[config.mk]
export PLATFORM = sky130hd
export DESIGN_NAME = decode_stage_p
export DESIGN_NICKNAME = d
export VERILOG_FILES = /design/src/rtl/decode_stage_p.sv
export SDC_FILE = /design/constraint.sdc
export NUM_CORES = 2
export LEC_CHECK = 0
export ABC_CLOCK_PERIOD_IN_PS = 2900
export BUFFER_PORTS_ARGS = -buffer_cell sky130_fd_sc_hd__buf_4
export CAP_MARGIN = 20
export CELL_PAD_IN_SITES_DETAIL_PLACEMENT = 0
export CELL_PAD_IN_SITES_GLOBAL_PLACEMENT = 1
export CORE_MARGIN = 2
export CORE_UTILIZATION = 30
export DETAILED_ROUTE_END_ITERATION = 6
export GPL_ROUTABILITY_DRIVEN = 0
export PLACE_DENSITY = 0.55
export SETUP_SLACK_MARGIN = 0.05
export SYNTH_ARGS = -nofsm -noshare
export SYNTH_HDL_FRONTEND = slang
export SYNTH_HIERARCHICAL = 1
export SYNTH_SLANG_ARGS = --single-unit
[constraint.sdc]
create_clock -name clk -period 2.9 [get_ports clk]
set_clock_uncertainty 0.2 [all_clocks]
set_input_delay 0.29 -clock clk [delete_from_list [all_inputs] [get_ports clk]]
set_output_delay 0.29 -clock clk [all_outputs]
set_load 0.02 [all_outputs]
[src/rtl/decode_stage_p.sv]
// Decode stage: RV32 control decode, register file with write-back bypass,
// load-use hazard detection and the ID/EX pipeline register.

// Main decoder plus ALU decoder for the RV32 subset used by this core.
module control_unit (
  input  logic [6:0] op,
  input  logic [2:0] funct3,
  input  logic       funct7b5,
  output logic       reg_write,
  output logic [1:0] result_src,
  output logic       mem_write,
  output logic       jump,
  output logic       branch,
  output logic       alu_src,
  output logic [1:0] imm_src,
  output logic [2:0] alu_control
);
  logic [1:0] alu_op;

  // Main decode: opcode to datapath controls
  always_comb begin
    reg_write = 1'b0; result_src = 2'b00; mem_write = 1'b0; jump = 1'b0;
    branch = 1'b0; alu_src = 1'b0; imm_src = 2'b00; alu_op = 2'b00;
    case (op)
      7'b0000011: begin reg_write = 1'b1; alu_src = 1'b1; result_src = 2'b01; end
      7'b0100011: begin mem_write = 1'b1; alu_src = 1'b1; imm_src = 2'b01; end
      7'b0110011: begin reg_write = 1'b1; alu_op = 2'b10; end
      7'b1100011: begin branch = 1'b1; imm_src = 2'b10; alu_op = 2'b01; end
      7'b0010011: begin reg_write = 1'b1; alu_src = 1'b1; alu_op = 2'b10; end
      7'b1101111: begin reg_write = 1'b1; jump = 1'b1; imm_src = 2'b11; result_src = 2'b10; end
      default: ;
    endcase
  end

  // ALU decode: sub only for R-type with funct7[5] set
  always_comb begin
    alu_control = 3'b000;
    case (alu_op)
      2'b01: alu_control = 3'b001;
      2'b10: begin
        case (funct3)
          3'b000:  alu_control = (op[5] & funct7b5) ? 3'b001 : 3'b000;
          3'b010:  alu_control = 3'b101;
          3'b110:  alu_control = 3'b011;
          3'b111:  alu_control = 3'b010;
          default: alu_control = 3'b000;
        endcase
      end
      default: ;
    endcase
  end
endmodule

// Immediate generator: I, S, B, J formats, 32-bit sign-extended.
module extend (
  input  logic [31:7] instr,
  input  logic [1:0]  imm_src,
  output logic [31:0] imm_ext
);
  // Format select
  always_comb begin
    case (imm_src)
      2'b00:   imm_ext = {{20{instr[31]}}, instr[31:20]};
      2'b01:   imm_ext = {{20{instr[31]}}, instr[31:25], instr[11:7]};
      2'b10:   imm_ext = {{20{instr[31]}}, instr[7], instr[30:25], instr[11:8], 1'b0};
      default: imm_ext = {{12{instr[31]}}, instr[19:12], instr[20], instr[30:21], 1'b0};
    endcase
  end
endmodule

module decode_stage_p #(
  parameter int XLEN     = 32,
  parameter int NUM_REGS = 32,
  parameter int CNT_W    = 16
) (
  input  logic             clk,
  input  logic             arst_n,
  input  logic             flush_e,
  input  logic             stall_e,
  input  logic             valid_d,
  input  logic [31:0]      instr_d,
  input  logic [XLEN-1:0]  pc_d,
  input  logic [XLEN-1:0]  pc_plus4_d,
  input  logic             reg_write_w,
  input  logic [4:0]       rd_w,
  input  logic [XLEN-1:0]  result_w,
  output logic             valid_e,
  output logic [XLEN-1:0]  pc_e,
  output logic [XLEN-1:0]  pc_plus4_e,
  output logic             jump_e,
  output logic             branch_e,
  output logic             mem_write_e,
  output logic             alu_src_e,
  output logic             reg_write_e,
  output logic [1:0]       result_src_e,
  output logic [2:0]       alu_control_e,
  output logic [4:0]       rs1_e,
  output logic [4:0]       rs2_e,
  output logic [4:0]       rd_e,
  output logic [XLEN-1:0]  rd1_e,
  output logic [XLEN-1:0]  rd2_e,
  output logic [XLEN-1:0]  imm_ext_e,
  output logic             load_use_hz,
  output logic [CNT_W-1:0] bubble_cnt
);
  localparam int         AW    = $clog2(NUM_REGS);
  localparam logic [5:0] NREGS = 6'(NUM_REGS);

  typedef struct packed {
    logic            valid, jump, branch, mem_write, alu_src, reg_write;
    logic [1:0]      result_src;
    logic [2:0]      alu_control;
    logic [4:0]      rs1, rs2, rd;
    logic [XLEN-1:0] rd1, rd2, imm, pc, pc_plus4;
  } idex_t;

  idex_t           dec, ex;
  logic [XLEN-1:0] rf [NUM_REGS];
  logic [4:0]      rs1_d, rs2_d;
  logic            reg_write_d, mem_write_d, jump_d, branch_d, alu_src_d;
  logic [1:0]      result_src_d, imm_src_d;
  logic [2:0]      alu_control_d;
  logic [31:0]     imm32;
  logic [XLEN-1:0] imm_d;
  logic            rf_we, bubble;

  assign rs1_d = instr_d[19:15];
  assign rs2_d = instr_d[24:20];

  control_unit u_ctl (
    .op(instr_d[6:0]), .funct3(instr_d[14:12]), .funct7b5(instr_d[30]),
    .reg_write(reg_write_d), .result_src(result_src_d), .mem_write(mem_write_d),
    .jump(jump_d), .branch(branch_d), .alu_src(alu_src_d), .imm_src(imm_src_d),
    .alu_control(alu_control_d)
  );

  extend u_ext (.instr(instr_d[31:7]), .imm_src(imm_src_d), .imm_ext(imm32));

  generate
    if (XLEN > 32) begin : g_sext
      assign imm_d = {{(XLEN-32){imm32[31]}}, imm32};
    end else begin : g_trunc
      assign imm_d = imm32[XLEN-1:0];
    end
  endgenerate

  // Same-cycle write-back wins; x0 and out-of-range indices read as zero.
  function automatic logic [XLEN-1:0] rd_port(input logic [4:0] rs);
    if (reg_write_w && rs != 5'd0 && rd_w == rs) return result_w;
    if (rs == 5'd0 || {1'b0, rs} >= NREGS)        return '0;
    return rf[rs[AW-1:0]];
  endfunction

  // Writes to x0 or past the implemented register count are dropped, so a
  // truncated index can never alias onto a low register.
  assign rf_we = reg_write_w && rd_w != 5'd0 && {1'b0, rd_w} < NREGS;

  // Register file write port
  always_ff @(posedge clk or negedge arst_n) begin
    if (!arst_n) begin
      for (int i = 0; i < NUM_REGS; i++) rf[i] <= '0;
    end else if (rf_we) begin
      rf[rd_w[AW-1:0]] <= result_w;
    end
  end

  // Assemble the decoded ID/EX payload
  always_comb begin
    dec             = '0;
    dec.valid       = valid_d;
    dec.jump        = jump_d;
    dec.branch      = branch_d;
    dec.mem_write   = mem_write_d;
    dec.alu_src     = alu_src_d;
    dec.reg_write   = reg_write_d;
    dec.result_src  = result_src_d;
    dec.alu_control = alu_control_d;
    dec.rs1         = rs1_d;
    dec.rs2         = rs2_d;
    dec.rd          = instr_d[11:7];
    dec.rd1         = rd_port(rs1_d);
    dec.rd2         = rd_port(rs2_d);
    dec.imm         = imm_d;
    dec.pc          = pc_d;
    dec.pc_plus4    = pc_plus4_d;
  end

  // Both source fields are compared even for formats without rs2; a false
  // stall costs one bubble, a missed one corrupts data.
  assign load_use_hz = !stall_e && valid_d && ex.valid && ex.reg_write &&
                       ex.result_src == 2'b01 && ex.rd != 5'd0 &&
                       (ex.rd == rs1_d || ex.rd == rs2_d);

  // Flush beats stall; load_use_hz is already off while stalled.
  assign bubble = flush_e || load_use_hz;

  // ID/EX register: bubble, hold or capture
  always_ff @(posedge clk or negedge arst_n) begin
    if (!arst_n)       ex <= '0;
    else if (bubble)   ex <= '0;
    else if (!stall_e) ex <= dec;
  end

  // Saturating bubble counter
  always_ff @(posedge clk or negedge arst_n) begin
    if (!arst_n)                           bubble_cnt <= '0;
    else if (bubble && bubble_cnt != '1)   bubble_cnt <= bubble_cnt + CNT_W'(1);
  end

  assign valid_e       = ex.valid;
  assign jump_e        = ex.jump;
  assign branch_e      = ex.branch;
  assign mem_write_e   = ex.mem_write;
  assign alu_src_e     = ex.alu_src;
  assign reg_write_e   = ex.reg_write;
  assign result_src_e  = ex.result_src;
  assign alu_control_e = ex.alu_control;
  assign rs1_e         = ex.rs1;
  assign rs2_e         = ex.rs2;
  assign rd_e          = ex.rd;
  assign rd1_e         = ex.rd1;
  assign rd2_e         = ex.rd2;
  assign imm_ext_e     = ex.imm;
  assign pc_e          = ex.pc;
  assign pc_plus4_e    = ex.pc_plus4;
endmodule

==> qor.csv <==
stage;metric;value;unit
run_status;run status;finished with violations;
run_status;failing checks;hold timing;
die;Top Ports;342;
global_route;initial antenna violation count;9;
routing;Vias/cell;5.47;
timing;fin crit period;2.68;ns
timing;post-route setup slack;0.215;ns
yosys;Synth Instances;4389;
worst_setup_path;Critical Path RT;3.35;ns
yosys;Post-synth top flop;dfrtp_1;
min_path;worst hold stages;4;
routing;drc violations;0;
timing;Fin. Hold Viols;6;
die;row count;168;
power_and_ir_drop;PwrDens;653;nW/um2
job;max_cap viols;0;
timing;final setup fails;0;
timing;Tcrit/Tclk final;92.6;%
routing;DRT iter0 DRCs;3410;
cells_and_area;final instance area;77500;um2
min_path;hold endpoint;rs2_e[2];
min_path;HP Class;input port to flip-flop;
worst_setup_path;CP Class;flip-flop to flip-flop;
worst_setup_path;reg-to-reg slack, setup;0.22;ns
yosys;Syn Nets;4531;
die;die area;215000;um2
routing;routed via count;42500;
clock_tree;clock slew at reported path FFs;0.06;ns
timing;Setup TNS Final;0;ns
routing;routed length per instance;30.3;um
placement;Placed Instance Area;71300;um2
yosys;Synth cell types;59;
clock_tree;CTS tree;yes;
cells_and_area;Area growth syn-to-layout;22.2;%
timing;RSZ-0062 raised after global routing;false;
yosys;sequential-to-total area share from yosys stat;48.4;%
cells_and_area;most frequent cells in the layout;1226 x dfrtp_1, 1066 x mux2_2, 526 x buf_4;
die;core area;210000;um2
clock_tree;H-Tree Depth;4;
timing;worst-margin pin slew;1.04;ns
yosys;Post-Synthesis Cell Area;63400;um2
cells_and_area;most common cell after layout, fill and taps aside;dfrtp_1;
worst_setup_path;Startpoint Class;flip-flop;
clock_tree;Num CTS Buffers;143;
clock_tree;Sink Count;1226;
routing;Antenna Violating Nets Remaining;0;
timing;relative slew slack;30.9;%
min_path;hold_sp;stall_e;
worst_setup_path;capturing point of the worst reg2reg path;rd1_e[17];
placement;port bufs;341;
routing;1st-pass router iterations;7;
global_route;pin count of the biggest net entering global routing;155;
global_route;number of global-route vias before repair;44000;
worst_setup_path;CP Capture Type;flip-flop;
timing;Pins Over Slew Limit;0;
clock_tree;Root Buffer;clkbuf_16;
routing;routed wire length;235;mm
yosys;Post-synth EDFFs;0;
power_and_ir_drop;P_leak;0.0343;uW
worst_setup_path;CP arrival;3.13;ns
die;Die W;464;um
die;die height;464;um
placement;pre-CTS setup slack;-0.350;ns
placement;Post-DP HPWL;147;mm
yosys;Seq cells post-synth;1226;
power_and_ir_drop;VDD IR max;669;uV
timing;FMAX;0.372;GHz
worst_setup_path;CP max FO;17;
yosys;Syn Area/Cell;14.4;um2
yosys;Synth Warn #;6;
clock_tree;Clock Path Buffers;3;
timing;worst hold slack;-0.0494;ns
global_route;first-pass GRT wire length;340;mm
worst_setup_path;worst r2r path cells;9;
cells_and_area;fin nets;4984;
clock_tree;worst skew pair latency;0.79;ns
yosys;async set-or-reset flop fraction in the synthesized netlist;100;%
global_route;total track usage;21.7;%
worst_setup_path;FF-to-FF Start;rd_e[4];
cells_and_area;share of cells above drive strength 1;49.0;%
global_route;GRT Residual Overflow;0;
die;Starting Density;30.2;%
-- flip-flops by register name (all words and copies together), names as in the netlist, 2 cells and up --
signal	flops
rf	1024
imm_ext_e	32
pc_e	32
pc_plus4_e	32
rd1_e	32
rd2_e	32
bubble_cnt	16
rd_e	5
rs1_e	5
rs2_e	5
alu_control_e	3
result_src_e	2
-- where the power goes --
group          total (uW)  switching (uW)  internal [uW]
Clock               18200            7560          10700
Combinational       10100            4190           5940
Sequential          22300            2250          20000
Total               50600           14000          36600
-- cells in the mapped netlist, types with 4 or more instances --
master     count  area [um2]
buf_4         41         308
a31o_1         8        70.1
a221o_1       42         420
mux2_2      1066       12000
a2111oi_0     14         123
xor2_1        20         175
buf_1         70         263
nor4_1         4        25.0
mux2i_1      357        3570
and2_1        43         269
nor2_1       155         582
buf_6          7        78.8
nand3b_1       7        52.6
buf_2        113         566
o21ai_0       15        75.1
o221ai_1       8        70.1
a21oi_1       96         480
dfrtp_1     1226       30700
nor2b_1       12        75.1
and3_1         6        37.5
nor3_1         6        30.0
o31ai_1        6        45.0
xnor2_1       14         123
clkbuf_1     259         972
nand4_1        6        37.5
inv_1         30         113
mux2_1         4        45.0
nor3b_1        4        30.0
mux4_2       439        9890
o22ai_1       70         438
a211oi_1      10        75.1
a211o_1       39         342
a221oi_1      61         534
a22o_1        14         123
nand3_1       35         175
nand2_1       42         158
-- worst max-delay path by stage --
stage          cells past startpoint   startpoint               end  slack [ns]
6_report                           9      rd_e[4]         rd1_e[17]        0.22
5_1_grt                            9  instr_d[15]         rd1_e[19]        0.09
4_1_cts                           10   instr_d[2]  alu_control_e[2]        0.07
3_5_place_dp                       8  instr_d[15]          rd1_e[9]       -0.35
3_3_place_gp                       8  instr_d[15]          rd1_e[9]       -0.30
2_1_floorplan                      8  instr_d[15]         rd1_e[18]        0.47
-- layout make-up --
| cell class | instances | area, um2 |
|---|---|---|
| clock inverter | 38 | 432 |
| fill | 20100 | 132000 |
| multi-input combinational | 2643 | 30700 |
| sequential | 1226 | 30700 |
| inverter | 30 | 113 |
| timing repair buffer | 798 | 7860 |
| antenna | 5 | 12.5 |
| clock buffer | 212 | 4180 |
| tap | 2805 | 3510 |
-- what timing repair did --
item | in CTS | in global routing
hold endpoints to repair | 2403 | 0
pin swaps | 0 | 1
setup buffers | 0 | 1
hold buffers | 151 | 0
resized for setup | 2 | 4
endpoints found under the setup margin | 2 | 4
-- per-layer routing --
layer / wire length [um] / track usage [%] / up-vias
met5: 0 / 0 / -
met4: 5390 / 5.34 / 0
met3: 12500 / 3.49 / 291
met2: 112000 / 35.3 / 1323
met1: 105000 / 30.1 / 23200
li1: - / - / 17600
-- cells by family (layout without fill, tap and decap cells) --
family                     count (synthesis)  after routing  synth area share [%]
AOI/OAI and AO/OA                        396            396                  4.56
xor gates and xnor gates                  35             35                 0.495
adders and majority gates                  3              3                0.0592
buffers and inverters                    520           1078                  3.63
DFF                                     1226           1226                  48.4
muxes                                   1866           1866                  40.2
other                                      0              5                     0
and+or+nand+nor                          343            343                  2.65
-- metrics by stage --
stage / power [uW] / utilization, % / cells
finish: 50600 / 36.9 / 7757
global route: 52900 / 36.9 / 7753
CTS: 51100 / 36.9 / 7752
detailed placement: 32500 / 34.0 / 7351
global placement: 32300 / 34.0 / 7351
floorplan: 28800 / - / 4389
-- worst max-delay path, cell delays in order (launching register included) --
cell and delay, ns:
dfrtp_1 0.45, xor2_1 0.21, nor3_1 0.25, a22oi_2 0.18
buf_4 0.19, o21ai_1 0.22, buf_4 0.21, nor3_4 0.05
buf_12 0.18, a221o_1 0.38
(Power assumes the default switching activity.)
